[config.mk]
export PLATFORM = sky130hd
export DESIGN_NAME = l1_l2_line_bridge_flat
export DESIGN_NICKNAME = d
export VERILOG_FILES = /design/src/rtl/l1_l2_line_bridge_if.sv /design/src/rtl/l1_l2_line_bridge.sv /design/src/flat_wrapper.sv
export SDC_FILE = /design/constraint.sdc
export NUM_CORES = 2
export LEC_CHECK = 0
export ABC_AREA = 1
export CORE_AREA = 3 3 502 504
export CTS_BUF_LIST = sky130_fd_sc_hd__clkbuf_2 sky130_fd_sc_hd__clkbuf_4 sky130_fd_sc_hd__clkbuf_8
export DETAILED_ROUTE_END_ITERATION = 10
export DIE_AREA = 0 0 505 507
export GPL_ROUTABILITY_DRIVEN = 0
export SETUP_SLACK_MARGIN = 0.15
export SYNTH_ARGS = -nofsm -noshare
export SYNTH_HDL_FRONTEND = slang
export SYNTH_SLANG_ARGS = --single-unit
[constraint.sdc]
create_clock -name clk -period 3 [get_ports clk]
set_input_delay 0.75 -clock clk [delete_from_list [all_inputs] [get_ports clk]]
set_output_delay 0.75 -clock clk [all_outputs]
set_load 0.01 [all_outputs]
[src/rtl/l1_l2_line_bridge_if.sv]
// L1 <-> memory-side bus bundle for the line bridge: L1 line request/response plus
// memory command, write-beat and read-beat channels.
interface l1_l2_line_bridge_if #(
  parameter int ADDR_WIDTH = 32,
  parameter int LINE_BITS  = 512,
  parameter int BEAT_BITS  = 64
);
  logic                  l1_req_valid;
  logic [2:0]            l1_req_type;
  logic [ADDR_WIDTH-1:0] l1_req_addr;
  logic [LINE_BITS-1:0]  l1_req_wdata;
  logic                  l1_ready;
  logic                  l1_resp_valid;
  logic [LINE_BITS-1:0]  l1_resp_rdata;

  logic                  mem_cmd_valid;
  logic                  mem_cmd_ready;
  logic                  mem_cmd_we;
  logic [ADDR_WIDTH-1:0] mem_cmd_addr;
  logic                  mem_wdata_valid;
  logic [BEAT_BITS-1:0]  mem_wdata;
  logic                  mem_wdata_ready;
  logic                  mem_rdata_valid;
  logic [BEAT_BITS-1:0]  mem_rdata;

  // Bridge view
  modport slave (
    input  l1_req_valid, l1_req_type, l1_req_addr, l1_req_wdata,
    output l1_ready, l1_resp_valid, l1_resp_rdata,
    output mem_cmd_valid, mem_cmd_we, mem_cmd_addr,
    input  mem_cmd_ready,
    output mem_wdata_valid, mem_wdata,
    input  mem_wdata_ready,
    input  mem_rdata_valid, mem_rdata
  );

  // Environment view (L1 plus memory)
  modport master (
    output l1_req_valid, l1_req_type, l1_req_addr, l1_req_wdata,
    input  l1_ready, l1_resp_valid, l1_resp_rdata,
    input  mem_cmd_valid, mem_cmd_we, mem_cmd_addr,
    output mem_cmd_ready,
    input  mem_wdata_valid, mem_wdata,
    output mem_wdata_ready,
    output mem_rdata_valid, mem_rdata
  );
endinterface

[src/rtl/l1_l2_line_bridge.sv]
// Line <-> beat bridge: one line transaction at a time; cmd 1 cycle after accept, resp 1 cycle after last beat.
// Backpressure: l1_ready low while busy; cmd/write beats stall on ready; read beats cannot be stalled.
module l1_l2_line_bridge #(
  parameter int ADDR_WIDTH = 32,
  parameter int LINE_BITS  = 512,
  parameter int BEAT_BITS  = 64
) (
  input  logic                  clk,
  input  logic                  rst_n,
  l1_l2_line_bridge_if.slave    bus,
  output logic                  proto_err,
  output logic [31:0]           stat_reads,
  output logic [31:0]           stat_writebacks
);
  localparam int NUM_BEATS = LINE_BITS / BEAT_BITS;
  localparam int CNT_W     = $clog2(NUM_BEATS);
  localparam int OFF_W     = $clog2(LINE_BITS / 8);
  localparam logic [CNT_W-1:0]      LAST_BEAT = CNT_W'(NUM_BEATS - 1);
  localparam logic [ADDR_WIDTH-1:0] OFF_MASK  = ADDR_WIDTH'((64'd1 << OFF_W) - 64'd1);
  localparam logic [2:0]            TYPE_RD   = 3'd0;
  localparam logic [2:0]            TYPE_WB   = 3'd2;

  typedef enum logic [2:0] {IDLE, CMD, WR_BEATS, RD_BEATS, RESP} state_t;

  state_t                state_q, state_d;
  logic [ADDR_WIDTH-1:0] addr_q;
  logic                  is_wb_q;
  logic [LINE_BITS-1:0]  line_buf;
  logic [LINE_BITS-1:0]  rdata_q;
  logic [CNT_W-1:0]      cnt_q;

  logic req_acc, req_ok, cmd_hs, wr_hs, rd_beat, last_beat;

  assign req_acc   = (state_q == IDLE) && bus.l1_req_valid;
  assign req_ok    = (bus.l1_req_type == TYPE_RD) || (bus.l1_req_type == TYPE_WB);
  assign cmd_hs    = (state_q == CMD) && bus.mem_cmd_ready;
  assign wr_hs     = (state_q == WR_BEATS) && bus.mem_wdata_ready;
  assign rd_beat   = (state_q == RD_BEATS) && bus.mem_rdata_valid;
  assign last_beat = (cnt_q == LAST_BEAT);

  always_ff @(posedge clk or negedge rst_n) begin
    if (!rst_n) state_q <= IDLE;
    else        state_q <= state_d;
  end

  always_comb begin
    state_d = state_q;
    unique case (state_q)
      IDLE:     if (req_acc && req_ok) state_d = CMD;
      CMD:      if (cmd_hs) state_d = is_wb_q ? WR_BEATS : RD_BEATS;
      WR_BEATS: if (wr_hs && last_beat) state_d = IDLE;
      RD_BEATS: if (rd_beat && last_beat) state_d = RESP;
      RESP:     state_d = IDLE;
      default:  state_d = IDLE;
    endcase
  end

  always_comb begin
    bus.l1_ready        = 1'b0;
    bus.l1_resp_valid   = 1'b0;
    bus.mem_cmd_valid   = 1'b0;
    bus.mem_cmd_we      = 1'b0;
    bus.mem_wdata_valid = 1'b0;
    bus.mem_wdata       = '0;
    unique case (state_q)
      IDLE:     bus.l1_ready = 1'b1;
      CMD: begin
        bus.mem_cmd_valid = 1'b1;
        bus.mem_cmd_we    = is_wb_q;
      end
      WR_BEATS: begin
        bus.mem_wdata_valid = 1'b1;
        bus.mem_wdata       = line_buf[cnt_q*BEAT_BITS +: BEAT_BITS];
      end
      RESP:     bus.l1_resp_valid = 1'b1;
      default:  ;
    endcase
  end

  assign bus.mem_cmd_addr  = addr_q;
  assign bus.l1_resp_rdata = rdata_q;

  always_ff @(posedge clk or negedge rst_n) begin
    if (!rst_n) begin
      addr_q          <= '0;
      is_wb_q         <= 1'b0;
      line_buf        <= '0;
      rdata_q         <= '0;
      cnt_q           <= '0;
      proto_err       <= 1'b0;
      stat_reads      <= '0;
      stat_writebacks <= '0;
    end else begin
      if (req_acc) begin
        addr_q   <= bus.l1_req_addr & ~OFF_MASK;
        is_wb_q  <= (bus.l1_req_type == TYPE_WB);
        line_buf <= bus.l1_req_wdata;
      end
      if (req_acc && bus.l1_req_type == TYPE_RD)
        stat_reads <= stat_reads + 32'd1;

      if (state_q == CMD)
        cnt_q <= '0;
      else if (wr_hs || rd_beat)
        cnt_q <= cnt_q + 1'b1;

      // Beats land straight in the response register; it stays untouched outside RD_BEATS
      // so the L1 can sample it late.
      if (rd_beat)
        rdata_q[cnt_q*BEAT_BITS +: BEAT_BITS] <= bus.mem_rdata;

      if (wr_hs && last_beat)
        stat_writebacks <= stat_writebacks + 32'd1;

      if (bus.mem_rdata_valid && state_q != RD_BEATS)
        proto_err <= 1'b1;
    end
  end
endmodule

[src/flat_wrapper.sv]
// flat-port wrapper written by rule: the top's interface ports become plain ports
module l1_l2_line_bridge_flat 
#(
  parameter int ADDR_WIDTH = 32,
  parameter int LINE_BITS  = 512,
  parameter int BEAT_BITS  = 64
)
  (clk, rst_n, proto_err, stat_reads, stat_writebacks, bus_l1_req_valid, bus_l1_req_type, bus_l1_req_addr, bus_l1_req_wdata, bus_l1_ready, bus_l1_resp_valid, bus_l1_resp_rdata, bus_mem_cmd_valid, bus_mem_cmd_we, bus_mem_cmd_addr, bus_mem_cmd_ready, bus_mem_wdata_valid, bus_mem_wdata, bus_mem_wdata_ready, bus_mem_rdata_valid, bus_mem_rdata);
  l1_l2_line_bridge_if #(.ADDR_WIDTH(ADDR_WIDTH), .LINE_BITS(LINE_BITS), .BEAT_BITS(BEAT_BITS)) bus_i ();
  input  logic clk;
  input  logic rst_n;
  output logic proto_err;
  output logic [31:0] stat_reads;
  output logic [31:0] stat_writebacks;
  input wire logic [$bits(bus_i.l1_req_valid)-1:0] bus_l1_req_valid;
  input wire logic [$bits(bus_i.l1_req_type)-1:0] bus_l1_req_type;
  input wire logic [$bits(bus_i.l1_req_addr)-1:0] bus_l1_req_addr;
  input wire logic [$bits(bus_i.l1_req_wdata)-1:0] bus_l1_req_wdata;
  output wire logic [$bits(bus_i.l1_ready)-1:0] bus_l1_ready;
  output wire logic [$bits(bus_i.l1_resp_valid)-1:0] bus_l1_resp_valid;
  output wire logic [$bits(bus_i.l1_resp_rdata)-1:0] bus_l1_resp_rdata;
  output wire logic [$bits(bus_i.mem_cmd_valid)-1:0] bus_mem_cmd_valid;
  output wire logic [$bits(bus_i.mem_cmd_we)-1:0] bus_mem_cmd_we;
  output wire logic [$bits(bus_i.mem_cmd_addr)-1:0] bus_mem_cmd_addr;
  input wire logic [$bits(bus_i.mem_cmd_ready)-1:0] bus_mem_cmd_ready;
  output wire logic [$bits(bus_i.mem_wdata_valid)-1:0] bus_mem_wdata_valid;
  output wire logic [$bits(bus_i.mem_wdata)-1:0] bus_mem_wdata;
  input wire logic [$bits(bus_i.mem_wdata_ready)-1:0] bus_mem_wdata_ready;
  input wire logic [$bits(bus_i.mem_rdata_valid)-1:0] bus_mem_rdata_valid;
  input wire logic [$bits(bus_i.mem_rdata)-1:0] bus_mem_rdata;
  assign bus_i.l1_req_valid = bus_l1_req_valid;
  assign bus_i.l1_req_type = bus_l1_req_type;
  assign bus_i.l1_req_addr = bus_l1_req_addr;
  assign bus_i.l1_req_wdata = bus_l1_req_wdata;
  assign bus_l1_ready = bus_i.l1_ready;
  assign bus_l1_resp_valid = bus_i.l1_resp_valid;
  assign bus_l1_resp_rdata = bus_i.l1_resp_rdata;
  assign bus_mem_cmd_valid = bus_i.mem_cmd_valid;
  assign bus_mem_cmd_we = bus_i.mem_cmd_we;
  assign bus_mem_cmd_addr = bus_i.mem_cmd_addr;
  assign bus_i.mem_cmd_ready = bus_mem_cmd_ready;
  assign bus_mem_wdata_valid = bus_i.mem_wdata_valid;
  assign bus_mem_wdata = bus_i.mem_wdata;
  assign bus_i.mem_wdata_ready = bus_mem_wdata_ready;
  assign bus_i.mem_rdata_valid = bus_mem_rdata_valid;
  assign bus_i.mem_rdata = bus_mem_rdata;
  l1_l2_line_bridge #(.ADDR_WIDTH(ADDR_WIDTH), .LINE_BITS(LINE_BITS), .BEAT_BITS(BEAT_BITS)) u_core (.clk(clk), .rst_n(rst_n), .bus(bus_i), .proto_err(proto_err), .stat_reads(stat_reads), .stat_writebacks(stat_writebacks));
endmodule
==> results.sh <==
export IMPL_fin_crit_sh=1.272
export IMPL_path_clk_slew_ns=0.07
export IMPL_pin_count=1295
export IMPL_grt_antenna_before_repair=57
export IMPL_critPathBufInv=8
export IMPL_status="complete, but fails checks"
export IMPL_hold_path_endpoint="u_core.line_buf[172]$_DFFE_PN0P_"
export IMPL_leakage_uw=0.03488
export IMPL_clock_skew_ns=0.07788
export IMPL_ir_drop_mv=0.4169
export IMPL_setup_viol=299
export IMPL_post_drt_wl_per_cell_um=23.54
export IMPL_required_ns=2.25
export IMPL_worst_pin_slew_ns=0.7081
export IMPL_critPathMaxFanout=5
export IMPL_grt_pass1_vias=50190
export IMPL_via_per_inst=4.473
export IMPL_yosysWarnings=0
export IMPL_power_density_mw_per_mm2=860.1
export IMPL_drv_slew=0
export IMPL_placed_cell_area_sq_mm=0.06883
export IMPL_met3_usage=0.04759
export IMPL_crit_type="reg2out"
export IMPL_hold_viol_final=0
export IMPL_dr_first_iter_drc_count=4843
export IMPL_dp_slack_ns=-0.5138
export IMPL_h_tree_depth=4
export IMPL_period_needed_ns=3.817
export IMPL_antenna_left=0
export IMPL_track_usage=0.1967
export IMPL_rr_worst_depth=17
export IMPL_final_common_cell="nand2_1"
export IMPL_grt_max_degree=111
export IMPL_hold_path_depth=3
export IMPL_grt_overflow=0
export IMPL_avgSynthCellArea_sq_um=7.916
export IMPL_fin_nets=8442
export IMPL_io_buffers=1282
export IMPL_clock_root_buffer="clkbuf_8"
export IMPL_dr_pass1_iters=6
export IMPL_crit_path_max_incr_delay_ns=0.53
export IMPL_stdcell_area_sq_mm=0.07705
export IMPL_final_cell_mix="nand2_1, clkdlybuf4s50_1, dfrtp_1"
export IMPL_fin_tns_setup_ns=-51.12
export IMPL_max_freq_ghz=0.2620
export IMPL_r2r_end="u_core.bus.l1_resp_rdata[103]$_DFFE_PN0P_"
export IMPL_regToRegSetupSlack_ns=-0.17
export IMPL_cp_slowest_cell="dfrtp_4"
export IMPL_coreArea_sq_mm=0.2482
export IMPL_synth_distinct_cells=28
export IMPL_worstSetupEndpointType="output pin"
export IMPL_synthCells=6235
export IMPL_grt_util_met2=0.3465
export IMPL_holdCritStartpoint="bus_l1_req_wdata[172]"
export IMPL_relSlewSlack=0.5279
export IMPL_die_h_um=507
export IMPL_cts_tree="done"
export IMPL_hpwlAfterDp_um=204000
export IMPL_cp_common_cell="buf_6"
export IMPL_synth_area_leaders="dfrtp_1, nand2_1, nor2_1"
export IMPL_start_util=0.1989
export IMPL_violations="setup timing"
export IMPL_clock_path_buffers=3
export IMPL_drc=0
export IMPL_critPathLaunch="u_core.cnt_q[0]$_DFFE_PN0P_"
export IMPL_rsz0062_at_grt="true"
export IMPL_dieWidth_um=505
export IMPL_cp_arrival_ns=3.07
export IMPL_drive_gt1_frac=0.1543
export IMPL_area_delta_synth_final_pct=56.11
export IMPL_worstPathCellList="buf_12 -> buf_12 -> buf_16 -> buf_8 -> buf_6 -> nor2_2 -> o22ai_2 -> buf_4 -> nor2_4 -> nor2_2 -> buf_6 -> buf_6"
export IMPL_cts_made_buffers=204
export IMPL_crit_path_start_kind="flop"
export IMPL_ys_ff_latch=1122
export IMPL_grt_pass1_wl_um=365800
export IMPL_met1_usage=0.2097
export IMPL_n_fill_cell=25900
export IMPL_ys_seq_area_frac=0.5688
export IMPL_cap_violations=0
export IMPL_yosysTopAreaCell="dfrtp_1"
export IMPL_global_route_peak_usage_layer="met2"
export IMPL_row_count=183
export IMPL_clk_latency_ns=1.00
export IMPL_cts_sinks=1122
export IMPL_crit_family="buffers and inverters"
export IMPL_syn_cell_area_sq_mm=0.04936
export IMPL_die_area_sq_mm=0.2560
export IMPL_hold_class="in2reg"
export IMPL_finalWirelength_um=267200
export IMPL_fin_ws_ns=-0.8170
export IMPL_r2r_start="u_core.cnt_q[0]$_DFFE_PN0P_"
export IMPL_vias=50770
export IMPL_synth_top_area_frac=0.5688
## layout make-up
class / count / area (sq um) / area share
sequential: 1122 / 28090 / 0.3645
inverter: 203 / 807.0 / 0.01047
clock inverter: 48 / 684.4 / 0.008882
timing repair buffer: 1779 / 18880 / 0.2450
clock buffer: 326 / 4105 / 0.05328
multi-input combinational: 4507 / 20230 / 0.2626
timing repair inverter: 1 / 11.26 / 0.0001461
antenna: 33 / 82.58 / 0.001072
tap: 3330 / 4167 / 0.05407
## what timing repair did
action                     CTS  global route
gates resized for setup    560           362
buffers inserted            35            60
pin swaps                   67           144
hold buffers                 1             0
hold endpoints to repair     5             0
setup endpoints to repair  680           691
cloned                       4            21
## worst register-to-register path, stage by stage (launching register included)
cell and delay (ns):
dfrtp_4 0.48, buf_6 0.17, clkinv_16 0.10, buf_12 0.16
clkbuf_16 0.16, buf_4 0.13, buf_4 0.13, buf_6 0.14
ha_4 0.17, ha_4 0.31, nand2_1 0.11, nor2_4 0.14
inv_4 0.07, nor2_4 0.25, buf_12 0.18, clkbuf_16 0.22
nand3_2 0.08, nand2_1 0.07
## report_power, final
| part | internal, uW | switching (uW) | leakage, uW |
|---|---|---|---|
| logic | 11100 | 16000 | 0.0176 |
| clock network | 9290 | 7520 | 0.00249 |
| registers | 19200 | 3130 | 0.0147 |
| total | 39600 | 26600 | 0.0349 |
## Yosys cell counts
master,n
a21oi_1,64
buf_2,104
buf_1,55
nor2_4,1
inv_1,198
nand3b_1,3
buf_4,7
dfrtp_1,1122
nor3_2,1
o21ai_0,270
xor2_1,13
nand4_2,1
conb_1,1
o21ai_1,439
clkbuf_1,242
nand4_1,18
inv_2,5
xnor2_1,17
o22ai_1,65
nor3_1,3
nand2_2,1
nor2_1,743
nor2_2,8
nor4_4,1
ha_1,7
nand3_1,183
o211ai_1,64
nand2_1,2599
## per-layer routing
metal	routed length [um]	vias to the layer above
met5	164	-
li1	-	22970
met1	93050	24490
met2	133700	2657
met4	19640	22
met3	20620	625
## per-stage QoR
stage                     utilization  hold WS (ns)  std cells  power, uW
after global placement         0.2773        0.4543      10820      45440
after global routing           0.3104        0.2010      11340      69730
after CTS                      0.3019        0.1326      11240      64530
after floorplan                     -        0.4436       6240      31660
final                          0.3104        0.2918      11350      66270
after detailed placement       0.2773        0.4600      10820      45670
## registers in the layout, summed over array words and instances, names as in the netlist
register                  count
u_core.cnt_q                  3
u_core.line_buf             512
u_core.stat_writebacks       32
u_core.is_wb_q                1
u_core.bus.mem_cmd_addr      26
u_core.proto_err              1
u_core.stat_reads            32
u_core.state_q                3
u_core.bus.l1_resp_rdata    512
## cells by family (layout without fill, tap and decap cells)
group	after synthesis	count (layout)	synth area share
fa+ha+maj	7	7	0.001774
other cells	1	39	0.00007597
simple gates	3562	3562	0.2780
xor+xnor	30	30	0.005323
buf+inv	611	2357	0.04963
compound gates	902	902	0.09635
flops	1122	1122	0.5688
## how the worst max path moves through the flow
stage | depth (start not counted) | end | slack (ns)
floorplan | 12 | u_core.bus.l1_resp_rdata[58]$_DFFE_PN0P_ | 0.23
global placement | 8 | bus_mem_wdata[28] | -0.53
detailed placement | 11 | bus_mem_wdata[21] | -0.51
CTS | 11 | bus_mem_wdata[21] | -1.07
global route | 12 | bus_mem_wdata[45] | -0.92
finish | 12 | bus_mem_wdata[45] | -0.82
(Power assumes the default switching activity.)
